`src/rtl/uart_tx_ctrl.sv`:
```
// UART transmit controller: sequences start, LSB-first data, optional parity and stop
// bits, and tells the line mux which source to drive each bit-clock cycle.
module uart_tx_ctrl #(
    parameter int DATA_WIDTH = 8
) (
    input  logic                  CLK,
    input  logic                  RST,
    input  logic [DATA_WIDTH-1:0] P_DATA,
    input  logic                  DATA_VALID,
    input  logic                  PAR_EN,
    input  logic                  PAR_TYP,
    output logic [1:0]            mux_sel,
    output logic                  SER_DATA,
    output logic                  par_bit,
    output logic                  busy
);

    localparam int CNT_W = (DATA_WIDTH > 1) ? $clog2(DATA_WIDTH) : 1;

    typedef enum logic [2:0] {
        IDLE   = 3'd0,
        START  = 3'd1,
        DATA   = 3'd2,
        PARITY = 3'd3,
        STOP   = 3'd4
    } state_t;

    state_t                state;
    state_t                next_state;
    logic [DATA_WIDTH-1:0] data_reg;
    logic [CNT_W-1:0]      bit_cnt;
    logic                  par_en_reg;
    logic                  load;
    logic                  last_bit;

    // A new frame may only be accepted while idle or on the final stop cycle.
    assign load     = DATA_VALID && ((state == IDLE) || (state == STOP));
    assign last_bit = (bit_cnt == CNT_W'(DATA_WIDTH - 1));

    always_ff @(posedge CLK or negedge RST) begin
        if (!RST) begin
            state <= IDLE;
        end else begin
            state <= next_state;
        end
    end

    always_comb begin
        next_state = state;
        mux_sel    = 2'b01;
        busy       = 1'b0;
        case (state)
            IDLE: begin
                if (DATA_VALID) next_state = START;
            end
            START: begin
                mux_sel    = 2'b00;
                busy       = 1'b1;
                next_state = DATA;
            end
            DATA: begin
                mux_sel = 2'b10;
                busy    = 1'b1;
                if (last_bit) next_state = par_en_reg ? PARITY : STOP;
            end
            PARITY: begin
                mux_sel    = 2'b11;
                busy       = 1'b1;
                next_state = STOP;
            end
            STOP: begin
                busy       = 1'b1;
                next_state = DATA_VALID ? START : IDLE;
            end
            default: next_state = IDLE;
        endcase
    end

    // SER_DATA is registered one bit ahead of the DATA cycle it serves, so it
    // naturally holds the final data bit once the frame moves past DATA.
    always_ff @(posedge CLK or negedge RST) begin
        if (!RST) begin
            data_reg   <= '0;
            bit_cnt    <= '0;
            SER_DATA   <= 1'b0;
            par_bit    <= 1'b0;
            par_en_reg <= 1'b0;
        end else if (load) begin
            data_reg   <= P_DATA;
            par_en_reg <= PAR_EN;
            par_bit    <= (^P_DATA) ^ PAR_TYP;
            bit_cnt    <= '0;
        end else if (state == START) begin
            SER_DATA <= data_reg[0];
            data_reg <= data_reg >> 1;
        end else if (state == DATA) begin
            if (last_bit) begin
                bit_cnt <= '0;
            end else begin
                SER_DATA <= data_reg[0];
                data_reg <= data_reg >> 1;
                bit_cnt  <= bit_cnt + CNT_W'(1);
            end
        end
    end

endmodule

```
`config.mk`:
```
export PLATFORM = sky130hd
export DESIGN_NAME = uart_tx_ctrl
export DESIGN_NICKNAME = d
export VERILOG_FILES = /design/src/rtl/uart_tx_ctrl.sv
export SDC_FILE = /design/constraint.sdc
export NUM_CORES = 1
export LEC_CHECK = 0
export ABC_AREA = 0
export BUFFER_PORTS_ARGS = -buffer_cell sky130_fd_sc_hd__buf_4
export CAP_MARGIN = 10
export CORE_MARGIN = 2
export CORE_UTILIZATION = 48
export CTS_CLUSTER_SIZE = 10
export DETAILED_ROUTE_END_ITERATION = 8
export GPL_TIMING_DRIVEN = 0
export HOLD_SLACK_MARGIN = 0.03
export PLACE_DENSITY_LB_ADDON = 0.08
export SLEW_MARGIN = 10
export SYNTH_ARGS = -nofsm -noshare
export SYNTH_HDL_FRONTEND = slang
export SYNTH_SLANG_ARGS = --single-unit
```
`constraint.sdc`:
```
create_clock -name CLK -period 2.6 [get_ports CLK]
set_input_delay 0 -clock CLK [delete_from_list [all_inputs] [get_ports CLK]]
set_output_delay 0 -clock CLK [all_outputs]
set_load 0.02 [all_outputs]
```
==> out/qor.yml, run 1 <==
status: "finished clean"
max_stage_delay_ns: 0.44
dp_hpwl_mm: 1.151
setup_viol: 0
layout-drive-gt1-share_pct: 21.01
syn2layout_area_growth_pct: 33.38
place.gp.congestion: 0.7491
syn_area_um2: 888.4
cts_resized: 0
min_path_type: "in -> async"
cp_cell_sequence: "ha_1 -> ha_1 -> or3b_4 -> a21oi_4 -> nor2_1 -> a21o_1"
synthesis.nets: 102
cts.sinks: 17
cts_max_level: 1
cts_setup_buffers: 0
grt_pass1_vias: 654
ir_drop_mv: 0.6088
tns_ns: 0
synth.distinct_cells: 23
antenna_found_initial: 0
insertion_delay_ns: 0.29
num_io_pins: 18
ctsLongestPathBuffers: 2
period_needed_ns: 2.086
cts_hold_buf: 11
synth_commonest_cells: "dfrtp_1, nand2_1, a21oi_1"
ys_seq_elements: 17
wl_per_cell_um: 12.10
synthTopCellsByArea: "dfrtp_1, a21o_1, a22o_1"
finalCritPeriodShare_pct: 80.24
synth_cells: 87
dieArea_um2: 2211
drt-total-wl_mm: 1.743
required_ns: 2.80
yosysWarnings: 0
synth_ff_type: "dfrtp_1"
total_power_mw: 1.215
path_class: "reg -> reg"
ant_nets: 0
final_core_util_pct: 68.62
rsz0062_at_grt: "false"
critPathLaunchType: "flop"
cellLeakagePower_nw: 0.5861
dr.pass1.iters: 4
synth_top_area_share_pct: 47.89
clk_pin_slew_ns: 0.11
num_rows: 15
cts_tree: "built"
fp.dieH_um: 47.02
gr-usage-all-layers_pct: 19.33
clock_skew_ns: 0.005249
antenna_cells: 0
reg2reg_depth: 6
num-nets-final: 135
grt_max_degree: 18
die_w_um: 47.02
finalMaxSlewViolations: 0
syn_area_per_cell_um2: 10.21
yosysMostFrequentCell: "dfrtp_1"
worst_pin_slew_ns: 0.4205
port_buffers: 17
via_per_inst: 4.910
numCtsBuffers: 3
crit_top_cell: "ha_1"
start_util_pct: 51.45
synth_top_cell_by_area: "dfrtp_1"
crit_path_end_kind: "flop"
crit_fanout: 10
core_area_um2: 1727
async_flop_share_pct: 100.0
rr_endpoint: "data_reg[6]"
cpMaxStageDelayCell: "dfrtp_1"
grt-ovfl-total: 0
r2r-start: "bit_cnt[0]"
r2r_slack_ns: 0.51
drtIter0Drc: 7
slew-limit-headroom_pct: 71.97
cp_data_arrival_time_ns: 2.28
max_cap_violations: 0
grt_pass1_wl_mm: 2.856
drcViolationCount: 0
p_per_area_nw_per_um2: 1025
largest_reg_flops: 8
clock.fmax_ghz: 0.4793
synth_edf_count: 0
vias: 707
ys_seq_area_share_pct: 47.89
clockRootBuffer: "clkbuf_4"
hold_viol: 0
how the worst max path moves through the flow:
stage / cells after the start / endpoint / startpoint
after detailed placement: 6 / data_reg[6] / bit_cnt[0]
after floorplan: 5 / SER_DATA / bit_cnt[0]
after global placement: 6 / data_reg[6] / bit_cnt[0]
final: 6 / data_reg[6] / bit_cnt[0]
after global routing: 6 / data_reg[3] / bit_cnt[0]
after CTS: 6 / data_reg[6] / bit_cnt[0]
layer usage:
metal	share of wire [%]	global-route usage [%]	wire length, um	up-vias
met2	50	29.86	868	8
met1	47	27.52	823	333
met4	0.69	8.333	12	0
met5	0	0	0	-
met3	2.3	2.308	40	2
li1	-	-	-	364
where the power goes:
part | internal [mW] | switching [mW]
Clock | 0.0572 | 0.0899
Sequential | 0.382 | 0.0574
Combinational | 0.305 | 0.324
Total | 0.744 | 0.471
layout make-up:
type	count	area, um2
inverter	3	11.26
clock buffer	3	22.52
tap	25	31.28
sequential	17	425.4
timing repair buffer	28	237.7
buffer	4	20.02
fill	154	541.8
multi-input combinational	63	431.7
clock inverter	1	5.005
critical path, delay by kind of cell, from the launching register on:
family,cells,cell delay [ns]
compound gates,2,0.53
fa+ha+maj,2,0.45
simple gates,2,0.57
flops,1,0.44
cells by family (layout without fill, tap and decap cells):
| kind of cell | Yosys count | count (layout) | synth area share [%] |
|---|---|---|---|
| AO/OA/AOI/OAI | 27 | 27 | 20.28 |
| AND/OR/NAND/NOR | 23 | 23 | 12.54 |
| flip-flops | 17 | 17 | 47.89 |
| XOR/XNOR | 8 | 8 | 9.437 |
| buffers and inverters | 7 | 39 | 3.521 |
| multiplexers | 3 | 3 | 3.521 |
| adder cells (fa/ha/maj) | 2 | 2 | 2.816 |
per-stage QoR:
| step | instances | area, um2 | setup slack [ns] | hold WS, ns |
|---|---|---|---|---|
| 6_report | 144 | 1185 | 0.5138 | 0.09548 |
| 5_1_grt | 144 | 1185 | 0.3825 | 0.1224 |
| 4_1_cts | 144 | 1185 | 0.5003 | 0.09774 |
| 3_5_place_dp | 129 | 1047 | 0.5183 | -0.1218 |
| 3_3_place_gp | 129 | 1047 | 0.5263 | -0.1237 |
| 2_1_floorplan | 87 | 888.4 | 0.7033 | -0.2956 |
cell usage in the layout (no fill, tap or decap), types with 5 or more instances in the layout:
cell            n
a21o_1          6
a21oi_1         8
a22o_1          5
buf_4          18
dfrtp_1        17
dlygate4sd3_1  11
nand2_1         9
nor2_1          7
o21ai_0         7
xnor2_1         5
Power figures use the tool's default switching activity.
==> run 2: changes to the inputs <==
ABC_AREA = 1   (was 0)
clock period = 2.2 ns   (was 2.6 ns; I/O delays follow)
==> out/qor.yml, run 2 <==
dieArea_um2: 2441  # +10%
yosysMostFrequentCell: "nand2_1"
synth_edf_count: 0  # unchanged
r2r-start: "bit_cnt[0]"
drtIter0Drc: 13  # +6
ant_nets: 0  # unchanged
max_stage_delay_ns: 0.40  # -0.04 ns
intPower_mw: 0.8471  # +14%
post-place-cells: 168  # +30%
setup_viol: 0  # unchanged
yosysWarnings: 0  # unchanged
hold_viol: 0  # unchanged
routed-wl-met3_um: 50  # +25%
syn2layout_area_growth_pct: 24.02
rr_endpoint: "data_reg[6]"
finalCritPeriodShare_pct: 63.44  # -17 points
p_comb_share_pct: 54.3  # +2.6 points
startpoint: "bit_cnt[0]"
pre_cts_slack_ns: 0.8153  # +0.2970 ns
r2r_slack_ns: 0.80  # +0.29 ns
place.gp.congestion: 0.7382  # -1.5%
synth_ff_type: "dfrtp_1"
clk_pin_slew_ns: 0.10  # about the same
ys_seq_elements: 17  # unchanged
grt_pass1_vias: 880  # +35%
tns_ns: 0  # unchanged
cp_num_cells: 8  # +2
async_flop_share_pct: 100.0  # unchanged
synth_top_area_share_pct: 42.98  # -4.9 points
fillers: 186  # +21%
drcViolationCount: 0  # unchanged
cts_max_level: 1  # unchanged
start_util_pct: 50.45  # -1.0 points
path_delay_family: "flip-flops"
power_frac_seq_pct: 35.1  # -1.1 points
wl_met1_um: 848  # +3.0%
fp.dieH_um: 49.41  # +5.1%
num_io_pins: 18  # unchanged
total_power_mw: 1.546  # +27%
cts.sinks: 17  # unchanged
cp_data_arrival_time_ns: 1.56  # -0.72 ns
status: "finished clean"
fin_cells: 177  # +23%
period_needed_ns: 1.396  # -0.6905 ns
vias: 879  # +24%
fin_ws_ns: 0.8044  # +0.2905 ns
path_class: "reg -> reg"
worst_pin_slew_ns: 0.3425  # -0.07797 ns
numCtsBuffers: 3  # unchanged
synth.distinct_cells: 25  # +8.7%
drt-total-wl_mm: 1.940  # +11%
ctsLongestPathBuffers: 2  # unchanged
synth_cells: 124  # +43%
grt-ovfl-total: 0  # unchanged
synth_top_cell_by_area: "dfrtp_1"
clock.fmax_ghz: 0.7165  # +49%
cellLeakagePower_nw: 0.6468  # +10%
final_cell_mix: "nand2_1, inv_1, buf_4"
via_per_inst: 4.966  # +1.1%
insertion_delay_ns: 0.28  # about the same
wl_per_cell_um: 10.96  # -9.4%
layout-drive-gt1-share_pct: 24.67  # +3.7 points
syn_area_per_cell_um2: 7.981  # -22%
crit_top_cell: "ha_1"
crit_buf_inv: 1  # +1
cp_cell_sequence: "ha_1 -> ha_1 -> inv_1 -> nand2_4 -> nand2_8 -> nor2_4 -> nand2_1 -> o221ai_2"
syn_area_um2: 989.7  # +11%
synthesis.nets: 139  # +36%
dr.pass1.iters: 4  # unchanged
synthTopCellsByArea: "dfrtp_1, nand2_1, inv_1"
grt_max_degree: 18  # unchanged
rsz0062_at_grt: "false"
largest_reg_flops: 8  # unchanged
switching_share_pct: 45.21  # +6.4 points
slew-limit-headroom_pct: 76.93  # +5.0 points
critPathLaunchType: "flop"
endpoint: "data_reg[6]"
required_ns: 2.36  # -0.44 ns
num_rows: 16  # +1
clockRootBuffer: "clkbuf_4"
num-nets-final: 166  # +23%
min_path_type: "in -> reg"
max_cap_violations: 0  # unchanged
grt_pass1_wl_mm: 3.622  # +27%
top_layer: "met4"
finalMaxSlewViolations: 0  # unchanged
power_switching_mw: 0.6989  # +48%
ys_seq_area_share_pct: 42.98  # -4.9 points
dp_hpwl_mm: 1.498  # +30%
gr-usage-all-layers_pct: 18.92  # -0.41 points
die_w_um: 49.41  # +5.1%
antenna_cells: 0  # unchanged
cts_setup_buffers: 0  # unchanged
crit_path_end_kind: "flop"
cpMaxStageDelayCell: "dfrtp_1"
clockPowerShare_pct: 10.6  # -1.5 points
clock_skew_ns: 0.009104  # +0.003855 ns
port_buffers: 17  # unchanged
cts_tree: "built"
p_per_area_nw_per_um2: 1260  # +23%
reg2reg_depth: 8  # +2
crit_fanout: 8  # -2
antenna_found_initial: 0  # unchanged
ir_drop_mv: 0.6977  # +15%
synth_commonest_cells: "nand2_1, inv_1, dfrtp_1"
met2_length_mm: 1.026  # +18%
core_area_um2: 1962  # +14%
layout_commonest_cell: "nand2_1"
==> run 2: changes by cell type after synthesis, sizes merged, moves of 3 or more <==
cell    delta
a22o       -5
nand2b     -3
a21oi      -6
nand2     +37
a21o       -6
nand3      +9
inv       +19
xnor2      -5
o211ai     +4
==> run 2: worst min path at each step <==
stage	slack, ns	start	depth (start not counted)	end
finish	0.04	P_DATA[3]	3	data_reg[3]
global route	0.06	P_DATA[3]	3	data_reg[3]
CTS	0.04	P_DATA[3]	3	data_reg[3]
detailed placement	-0.12	RST	1	bit_cnt[0]
global placement	-0.12	RST	1	bit_cnt[0]
floorplan	-0.30	RST	0	SER_DATA
==> run 2: through the flow <==
| step | hold WS [ns] | util, % | instance area, um2 |
|---|---|---|---|
| 3_3_place_gp | -0.1227 | 58.67 | 1151 |
| 4_1_cts | 0.04016 | 62.56 | 1227 |
| 2_1_floorplan | -0.2956 | - | 989.7 |
| 5_1_grt | 0.05587 | 62.56 | 1227 |
| 6_report | 0.03951 | 62.56 | 1227 |
| 3_5_place_dp | -0.1247 | 58.67 | 1151 |
==> run 2: repair_timing <==
action,4_1_cts,5_1_grt
hold endpoints to repair,21,0
gates resized for setup,0,0
hold buffers,5,0
==> run 2: final cells by class <==
class | count | area (um2) | area share [%]
plain buffers | 1 | 7.507 | 0.6116
clock buffers | 4 | 26.28 | 2.141
inverters | 22 | 87.58 | 7.136
multi-input cells | 84 | 469.2 | 38.23
flip-flops and latches | 17 | 425.4 | 34.66
well taps | 27 | 33.78 | 2.752
repair buffers | 22 | 177.7 | 14.47
==> run 2: cell families after synthesis <==
logic type | count (synthesis) | share of synthesized area, %
AND/OR/NAND/NOR | 63 | 30.85
buffers and inverters | 23 | 9.608
AO/OA/AOI/OAI | 18 | 13.15
flip-flops | 17 | 42.98
adder cells (fa/ha/maj) | 2 | 2.528
XOR/XNOR | 1 | 0.8851
==> run 2: power groups by stage <==
stage                     logic (mW)  registers [mW]  clock network, mW
final                          0.839           0.543              0.163
after detailed placement       0.841           0.546                  0
after CTS                      0.852           0.541              0.167
after global routing           0.949           0.563              0.181
after floorplan                0.605           0.550                  0
after global placement         0.814           0.543                  0
==> run 2: worst min-delay path, stage by stage <==
cell and delay [ns]:
buf_4 0.11, inv_1 0.07, o221ai_2 0.10
==> run 2: per-layer routing <==
| layer | GRT usage (%) | vias up |
|---|---|---|
| met5 | 0 | - |
| met4 | 5.556 | 0 |
| met3 | 1.840 | 2 |
| met2 | 35.59 | 12 |
| met1 | 22.55 | 413 |
| li1 | - | 452 |
